## src/rtl/imem_loader_pkg.sv

```systemverilog
// Shared definitions for the instruction-memory boot loader:
// loader FSM state encoding and default memory geometry.
package imem_loader_pkg;

  localparam int AW_DEF = 8;
  localparam int DW_DEF = 8;

  typedef enum logic [1:0] {
    ST_BOOT    = 2'd0,
    ST_LOAD    = 2'd1,
    ST_RELEASE = 2'd2,
    ST_RUN     = 2'd3
  } state_t;

endpackage : imem_loader_pkg

```

## src/rtl/imem_loader_if.sv

```systemverilog
// Program-load byte stream: start pulse plus a valid/ready byte channel
// with an end-of-program marker.
interface imem_loader_if #(
  parameter int DW = imem_loader_pkg::DW_DEF
);
  logic          ld_start;
  logic          ld_valid;
  logic [DW-1:0] ld_data;
  logic          ld_last;
  logic          ld_ready;

  modport master (
    output ld_start, ld_valid, ld_data, ld_last,
    input  ld_ready
  );

  modport slave (
    input  ld_start, ld_valid, ld_data, ld_last,
    output ld_ready
  );
endinterface : imem_loader_if

```

## src/rtl/imem_ram.sv

```systemverilog
// Instruction memory: one synchronous write port, two asynchronous
// read ports (fetch-stage instruction and the word at address 0).
module imem_ram #(
  parameter int AW = imem_loader_pkg::AW_DEF,
  parameter int DW = imem_loader_pkg::DW_DEF
) (
  input  logic          clk,
  input  logic          i_we,
  input  logic [AW-1:0] i_waddr,
  input  logic [DW-1:0] i_wdata,
  input  logic [AW-1:0] i_raddr,
  output logic [DW-1:0] o_rdata,
  output logic [DW-1:0] o_rdata0
);

  logic [DW-1:0] r_mem [2**AW];

  // Byte write from the load stream.
  // NOTE: the array has no reset; program contents must survive a block reset.
  always_ff @(posedge clk) begin
    if (i_we) r_mem[i_waddr] <= i_wdata;
  end

  assign o_rdata  = r_mem[i_raddr];
  assign o_rdata0 = r_mem[0];

endmodule : imem_ram

```

## src/rtl/imem_loader.sv

```systemverilog
// Boot loader front end: writes a byte stream into instruction memory
// from address 0 upward, holds the core in reset while loading, then
// releases it after a short settling window.
module imem_loader
  import imem_loader_pkg::*;
#(
  parameter int AW             = AW_DEF,
  parameter int DW             = DW_DEF,
  parameter int RELEASE_CYCLES = 2
) (
  input  logic           clk,
  input  logic           reset,
  imem_loader_if.slave   ld,
  input  logic [AW-1:0]  fetch_addr,
  output logic [DW-1:0]  instr,
  output logic [DW-1:0]  mem0,
  output logic           cpu_reset,
  output logic [AW:0]    ld_count,
  output logic           ld_err
);

  state_t        r_state;
  state_t        w_next_state;
  logic [AW-1:0] r_addr;
  logic [AW:0]   r_count;
  logic          r_err;
  logic [3:0]    r_relcnt;
  logic          r_cpu_reset;

  logic          w_ld_ready;
  logic          w_accept;
  logic          w_at_top;
  logic          w_load_done;

  assign w_ld_ready  = (r_state == ST_LOAD);
  assign w_accept    = ld.ld_valid & w_ld_ready;
  assign w_at_top    = (r_addr == {AW{1'b1}});
  assign w_load_done = w_accept & (ld.ld_last | w_at_top);

  // State register.
  // NOTE: clocked processes use non-blocking assignments so every register
  // samples pre-edge values regardless of statement order.
  always_ff @(posedge clk or negedge reset) begin
    if (!reset) r_state <= ST_BOOT;
    else        r_state <= w_next_state;
  end

  // Next-state decode.
  // NOTE: next state is defaulted to the current state first so no path
  // through the case leaves it unassigned (which would infer a latch).
  always_comb begin
    w_next_state = r_state;
    unique case (r_state)
      ST_BOOT:    if (ld.ld_start)      w_next_state = ST_LOAD;
      ST_LOAD:    if (w_load_done)      w_next_state = ST_RELEASE;
      ST_RELEASE: if (r_relcnt == 4'd0) w_next_state = ST_RUN;
      ST_RUN:     if (ld.ld_start)      w_next_state = ST_LOAD;
      default:                          w_next_state = ST_BOOT;
    endcase
  end

  // Load address/count, overflow flag, release countdown and core reset.
  // cpu_reset drops one cycle after RUN is reached, so the PC sees the
  // freshly written reset vector, and rises as soon as RUN is left.
  always_ff @(posedge clk or negedge reset) begin
    if (!reset) begin
      r_addr      <= '0;
      r_count     <= '0;
      r_err       <= 1'b0;
      r_relcnt    <= '0;
      r_cpu_reset <= 1'b1;
    end else begin
      r_cpu_reset <= !((r_state == ST_RUN) && (w_next_state == ST_RUN));
      unique case (r_state)
        ST_BOOT, ST_RUN: begin
          if (ld.ld_start) begin
            r_addr  <= '0;
            r_count <= '0;
            r_err   <= 1'b0;
          end
        end
        ST_LOAD: begin
          if (w_accept) begin
            r_addr  <= r_addr + 1'b1;
            r_count <= r_count + 1'b1;
            if (w_at_top && !ld.ld_last) r_err <= 1'b1;
            if (w_load_done) r_relcnt <= 4'(RELEASE_CYCLES - 1);
          end
        end
        ST_RELEASE: begin
          if (r_relcnt != 4'd0) r_relcnt <= r_relcnt - 1'b1;
        end
        default: ;
      endcase
    end
  end

  imem_ram #(.AW(AW), .DW(DW)) u_ram (
    .clk      (clk),
    .i_we     (w_accept),
    .i_waddr  (r_addr),
    .i_wdata  (ld.ld_data),
    .i_raddr  (fetch_addr),
    .o_rdata  (instr),
    .o_rdata0 (mem0)
  );

  assign ld.ld_ready = w_ld_ready;
  assign cpu_reset   = r_cpu_reset;
  assign ld_count    = r_count;
  assign ld_err      = r_err;

endmodule : imem_loader

```

## src/flat_wrapper.sv

```systemverilog
// flat-port wrapper written by rule: the top's interface ports become plain ports
module imem_loader_flat import imem_loader_pkg::*;
#(
  parameter int AW             = AW_DEF,
  parameter int DW             = DW_DEF,
  parameter int RELEASE_CYCLES = 2
)
  (clk, reset, fetch_addr, instr, mem0, cpu_reset, ld_count, ld_err, ld_ld_start, ld_ld_valid, ld_ld_data, ld_ld_last, ld_ld_ready);
  imem_loader_if #(.DW(DW)) ld_i ();
  input  logic clk;
  input  logic reset;
  input  logic [AW-1:0] fetch_addr;
  output logic [DW-1:0] instr;
  output logic [DW-1:0] mem0;
  output logic cpu_reset;
  output logic [AW:0] ld_count;
  output logic ld_err;
  input wire logic [$bits(ld_i.ld_start)-1:0] ld_ld_start;
  input wire logic [$bits(ld_i.ld_valid)-1:0] ld_ld_valid;
  input wire logic [$bits(ld_i.ld_data)-1:0] ld_ld_data;
  input wire logic [$bits(ld_i.ld_last)-1:0] ld_ld_last;
  output wire logic [$bits(ld_i.ld_ready)-1:0] ld_ld_ready;
  assign ld_i.ld_start = ld_ld_start;
  assign ld_i.ld_valid = ld_ld_valid;
  assign ld_i.ld_data = ld_ld_data;
  assign ld_i.ld_last = ld_ld_last;
  assign ld_ld_ready = ld_i.ld_ready;
  imem_loader #(.AW(AW), .DW(DW), .RELEASE_CYCLES(RELEASE_CYCLES)) u_core (.clk(clk), .reset(reset), .ld(ld_i), .fetch_addr(fetch_addr), .instr(instr), .mem0(mem0), .cpu_reset(cpu_reset), .ld_count(ld_count), .ld_err(ld_err));
endmodule
```

## config.mk

```make
export PLATFORM = sky130hd
export DESIGN_NAME = imem_loader_flat
export DESIGN_NICKNAME = d
export VERILOG_FILES = /design/src/rtl/imem_loader_pkg.sv /design/src/rtl/imem_loader_if.sv /design/src/rtl/imem_ram.sv /design/src/rtl/imem_loader.sv /design/src/flat_wrapper.sv
export SDC_FILE = /design/constraint.sdc
export NUM_CORES = 2
export LEC_CHECK = 0
export BUFFER_PORTS_ARGS = -buffer_cell sky130_fd_sc_hd__buf_2
export CORE_ASPECT_RATIO = 0.6
export CORE_MARGIN = 5
export CORE_UTILIZATION = 60
export DETAILED_ROUTE_END_ITERATION = 10
export PLACE_DENSITY_LB_ADDON = 0.2
export SLEW_MARGIN = 10
export SYNTH_ARGS = -nofsm -noshare
export SYNTH_HDL_FRONTEND = slang
export SYNTH_HIERARCHICAL = 1
export SYNTH_SLANG_ARGS = --single-unit
```

## constraint.sdc

```tcl
create_clock -name clk -period 3.7 [get_ports clk]
set_input_delay 0.555 -clock clk [delete_from_list [all_inputs] [get_ports clk]]
set_output_delay 0.555 -clock clk [all_outputs]
set_load 0.02 [all_outputs]
```

==> run_summary.xml <==
<?xml version="1.0" encoding="UTF-8"?>
<metrics>
  <group name="synthesis">
    <metric name="synth_edf_count" unit="">2048</metric>
    <metric name="ys_types" unit="">66</metric>
    <metric name="ys_ff_latch" unit="">2073</metric>
    <metric name="postSynth.asyncResetShare" unit="%">1.21</metric>
    <metric name="synth_area_per_inst" unit="um^2">20.5</metric>
    <metric name="syn_nets" unit="">3974</metric>
    <metric name="synth_top_flop_cell" unit="">sky130_fd_sc_hd__edfxtp_1</metric>
    <metric name="synthCells" unit="">3945</metric>
    <metric name="mappedNetlistArea" unit="um^2">80900</metric>
    <metric name="seq_area_frac_synth" unit="%">76.8</metric>
    <metric name="ys_warn_count" unit="">6</metric>
  </group>
  <group name="setup_path">
    <metric name="worstSetupEndpointType" unit="">output pin</metric>
    <metric name="cp.arrival" unit="ns">3.18</metric>
    <metric name="path_max_fanout" unit="">6</metric>
    <metric name="worst_path_max_delay_cell" unit="">sky130_fd_sc_hd__mux4_2</metric>
    <metric name="r2r_start" unit="">u_core/r_state[1]</metric>
    <metric name="setup.reg_to_reg.worst_slack" unit="ns">0.59</metric>
    <metric name="timing.critical_path.cells" unit="">bufbuf_16 -&gt; buf_4 -&gt; buf_4 -&gt; mux4_2 -&gt; a22oi_1 -&gt; a21oi_1 -&gt; nor3_4 -&gt; nor4_2 -&gt; buf_2</metric>
    <metric name="start_kind" unit="">input pin</metric>
    <metric name="critical_path.max_stage_delay" unit="ns">0.59</metric>
    <metric name="criticalPathCategory" unit="">input pin to output pin</metric>
    <metric name="worst_r2r_endpoint" unit="">u_core/u_ram/r_mem[116][1]</metric>
    <metric name="cpMostUsedCell" unit="">sky130_fd_sc_hd__buf_4</metric>
    <metric name="worst-r2r-cell-count" unit="">8</metric>
    <metric name="worst-endpoint-required" unit="ns">3.14</metric>
  </group>
  <group name="hold_path">
    <metric name="holdPathStages" unit="">4</metric>
    <metric name="min_delay_worst_endpoint" unit="">u_core/ld_err</metric>
    <metric name="timing.hold.worst.start" unit="">ld_ld_start</metric>
    <metric name="worstHoldPathType" unit="">input pin to register</metric>
  </group>
  <group name="route">
    <metric name="drt-initial-drc-count" unit="">6505</metric>
    <metric name="viasPerCell" unit="">6.73</metric>
    <metric name="dr.pass1.iters" unit="">6</metric>
    <metric name="route.detailed.drc" unit="">0</metric>
    <metric name="wire_per_inst" unit="um">33.0</metric>
    <metric name="wl" unit="um">217000</metric>
    <metric name="ant_nets" unit="">0</metric>
    <metric name="num_vias" unit="">44300</metric>
  </group>
  <group name="power_and_ir_drop">
    <metric name="p_per_area" unit="nW/um^2">507</metric>
    <metric name="total_leakage_power" unit="nW">30.9</metric>
    <metric name="vdd_drop_max" unit="mV">0.462</metric>
  </group>
  <group name="cts">
    <metric name="clk_root_buffer_cell" unit="">sky130_fd_sc_hd__clkbuf_16</metric>
    <metric name="cts_buffers" unit="">177</metric>
    <metric name="path_clk_slew" unit="ns">0.07</metric>
    <metric name="tritoncts" unit="">yes</metric>
    <metric name="clkSinkCount" unit="">2073</metric>
    <metric name="worst_skew_pair.late_latency" unit="ns">0.80</metric>
    <metric name="htreeDepth" unit="">4</metric>
    <metric name="clk_path_buf_depth" unit="">3</metric>
  </group>
  <group name="run_status">
    <metric name="outcome" unit="">complete, but fails checks</metric>
    <metric name="violations_in_the_final_reports" unit="">negative setup slack</metric>
  </group>
  <group name="sta">
    <metric name="smallest_hold_slack" unit="ns">0.107</metric>
    <metric name="post-route-period-util" unit="%">101</metric>
    <metric name="hold_viol_final" unit="">0</metric>
    <metric name="max_slew_headroom_at_the_worst_pin" unit="%">17.2</metric>
    <metric name="tightest_slew" unit="ns">1.24</metric>
    <metric name="setup_violating_endpoint_count_in_the_final_report" unit="">2</metric>
    <metric name="timing.final.max_slew_violations" unit="">0</metric>
    <metric name="finalWorstSetupSlack" unit="ns">-0.0367</metric>
    <metric name="finalClockSkew" unit="ns">0.0264</metric>
    <metric name="setup_repair_after_global_routing_missed_its_margin" unit="">true</metric>
    <metric name="finalCriticalPeriod" unit="ns">3.74</metric>
    <metric name="clock.fmax" unit="GHz">0.268</metric>
  </group>
  <group name="placement">
    <metric name="post_dp_cell_area" unit="um^2">87500</metric>
    <metric name="port-buffer-count" unit="">48</metric>
    <metric name="place.gp.congestion" unit="">0.904</metric>
    <metric name="detailedPlacementHpwl" unit="um">139000</metric>
    <metric name="dp_cells" unit="">6188</metric>
  </group>
  <group name="global_route">
    <metric name="overflow" unit="">0</metric>
    <metric name="number_of_antenna_violations_at_the_first_check_in_global_routing" unit="">6</metric>
    <metric name="grt_start_max_net_pins" unit="">142</metric>
    <metric name="first_global_vias" unit="">42700</metric>
    <metric name="grt_pass1_wl" unit="um">307000</metric>
    <metric name="track_usage" unit="%">30.3</metric>
  </group>
  <group name="cells_and_area">
    <metric name="final_nets" unit="">4663</metric>
    <metric name="area.growth.synth_to_final" unit="%">17.1</metric>
    <metric name="layoutNonFillerInstCount" unit="">6585</metric>
    <metric name="fraction_of_layout_instances_using_a_drive_strength_above_1" unit="%">33.1</metric>
    <metric name="fin_area" unit="um^2">94800</metric>
  </group>
  <group name="floorplanning">
    <metric name="floorplan.initialDensity" unit="%">60.4</metric>
    <metric name="placementRows" unit="">104</metric>
    <metric name="die-area" unit="um^2">143000</metric>
    <metric name="fp.coreArea" unit="um^2">134000</metric>
    <metric name="ios" unit="">49</metric>
    <metric name="die_x" unit="um">484</metric>
    <metric name="die_y" unit="um">294</metric>
  </group>
  <group name="run">
    <metric name="max-cap-violations" unit="">0</metric>
  </group>
</metrics>
[registers in the layout, summed over array words and instances, names as in the netlist]
name                count
u_core/cpu_reset        1
u_core/ld_count         9
u_core/ld_err           1
u_core/r_addr           8
u_core/r_relcnt         4
u_core/r_state          2
u_core/u_ram/r_mem   2048
[worst max-delay path by stage]
stage	startpoint	endpoint	slack [ns]
floorplan	u_core/r_state[1]	u_core/u_ram/r_mem[148][0]	0.59
global placement	fetch_addr[0]	instr[3]	-0.58
detailed placement	fetch_addr[0]	instr[3]	-0.55
CTS	u_core/u_ram/r_mem[83][3]	instr[3]	-0.01
global route	u_core/u_ram/r_mem[83][3]	instr[3]	-0.03
finish	fetch_addr[0]	instr[3]	-0.04
[final cells by class]
cell class              instances  area, um^2
repair buffers                748        6740
fillers                      7967       39300
multi-input cells            1624       17900
clock inverters               113        1050
inverters                      10        37.5
flip-flops and latches       2073       62100
well taps                    1802        2250
clock buffers                 210        4620
diodes                          5        12.5
[Yosys cell counts (all sizes together), types with 11 or more instances]
library cell / instances / area [um^2]
edfxtp: 2048 / 61500
mux4: 430 / 9680
nor2: 301 / 1130
a22oi: 161 / 1210
buf: 144 / 1200
mux2i: 138 / 1380
clkbuf: 94 / 354
a21oi: 89 / 445
nand2: 61 / 229
o22ai: 56 / 350
o21ai: 54 / 270
o221ai: 33 / 295
nand3: 31 / 155
nor3: 29 / 145
a211oi: 27 / 203
nor2b: 27 / 176
nor4: 27 / 169
dfrtp: 24 / 601
mux2: 24 / 270
or2: 13 / 81.3
nand2b: 12 / 75.1
nand4: 11 / 75.1
[where the power goes]
group	internal [mW]	switching (mW)
sequential	25.9	0.0782
combinational	1.40	2.18
clock	10.3	8.28
[critical path: cells and delay by family]
kind,cells,cell delay [ns]
compound gates,2,0.75
mux,1,0.59
simple gates,2,0.51
buf+inv,4,0.77
[routing by layer]
layer	wire (um)	track usage [%]	vias up
li1	-	-	17800
met1	85900	45.9	22900
met2	90500	40.0	3223
met3	36000	14.4	310
met4	4530	7.65	10
met5	324	1.61	-
[through the flow]
step                power (mW)  TNS, ns  utilization [%]  setup WS, ns
floorplan                 28.1        0                -         0.587
global placement          29.6    -3.24             65.3        -0.584
detailed placement        29.7    -3.00             65.3        -0.547
CTS                       48.0  -0.0134             70.0       -0.0134
global route              49.5  -0.0518             70.7       -0.0336
finish                    48.1  -0.0390             70.7       -0.0367
[placed cells by master (no fill, tap or decap), types with 10 or more instances in the layout]
| master | n |
|---|---|
| sky130_fd_sc_hd__a211oi_1 | 15 |
| sky130_fd_sc_hd__clkbuf_16 | 186 |
| sky130_fd_sc_hd__mux2i_1 | 134 |
| sky130_fd_sc_hd__nand2b_1 | 12 |
| sky130_fd_sc_hd__bufinv_16 | 20 |
| sky130_fd_sc_hd__inv_1 | 10 |
| sky130_fd_sc_hd__nand4_1 | 10 |
| sky130_fd_sc_hd__buf_12 | 55 |
| sky130_fd_sc_hd__buf_4 | 611 |
| sky130_fd_sc_hd__buf_6 | 15 |
| sky130_fd_sc_hd__clkbuf_1 | 30 |
| sky130_fd_sc_hd__nor2b_1 | 22 |
| sky130_fd_sc_hd__a211oi_2 | 10 |
| sky130_fd_sc_hd__a21oi_2 | 17 |
| sky130_fd_sc_hd__a21oi_1 | 69 |
| sky130_fd_sc_hd__dfrtp_1 | 24 |
| sky130_fd_sc_hd__o22ai_1 | 53 |
| sky130_fd_sc_hd__o21ai_0 | 46 |
| sky130_fd_sc_hd__nand3_1 | 28 |
| sky130_fd_sc_hd__o221ai_1 | 30 |
| sky130_fd_sc_hd__nor4_1 | 10 |
| sky130_fd_sc_hd__mux2_2 | 24 |
| sky130_fd_sc_hd__nor2_1 | 298 |
| sky130_fd_sc_hd__nor4_2 | 11 |
| sky130_fd_sc_hd__a22oi_2 | 26 |
| sky130_fd_sc_hd__buf_16 | 11 |
| sky130_fd_sc_hd__buf_2 | 34 |
| sky130_fd_sc_hd__edfxtp_1 | 2048 |
| sky130_fd_sc_hd__clkinv_1 | 48 |
| sky130_fd_sc_hd__nor3_1 | 25 |
| sky130_fd_sc_hd__clkinv_2 | 35 |
| sky130_fd_sc_hd__a22oi_1 | 135 |
| sky130_fd_sc_hd__mux4_2 | 430 |
| sky130_fd_sc_hd__nand2_1 | 61 |
[timing repair]
| action | in CTS | in global routing |
|---|---|---|
| setup buffers | 9 | 52 |
| pin swaps | 19 | 20 |
| cloned | 3 | 6 |
| setup endpoints to repair | 8 | 8 |
| hold buffers | 2 | 0 |
| hold endpoints to repair | 25 | 0 |
| resized for setup | 90 | 87 |
[cell families after synthesis]
logic type	after synthesis	synth area share (%)
DFF	2073	76.8
and+or+nand+nor	547	3.09
adders and majority gates	8	0.124
AOI/OAI and AO/OA	476	4.01
buffers and inverters	248	1.97
muxes	592	14.0
xor gates and xnor gates	1	0.0108
Note: power is estimated with default switching activity, not from simulation.
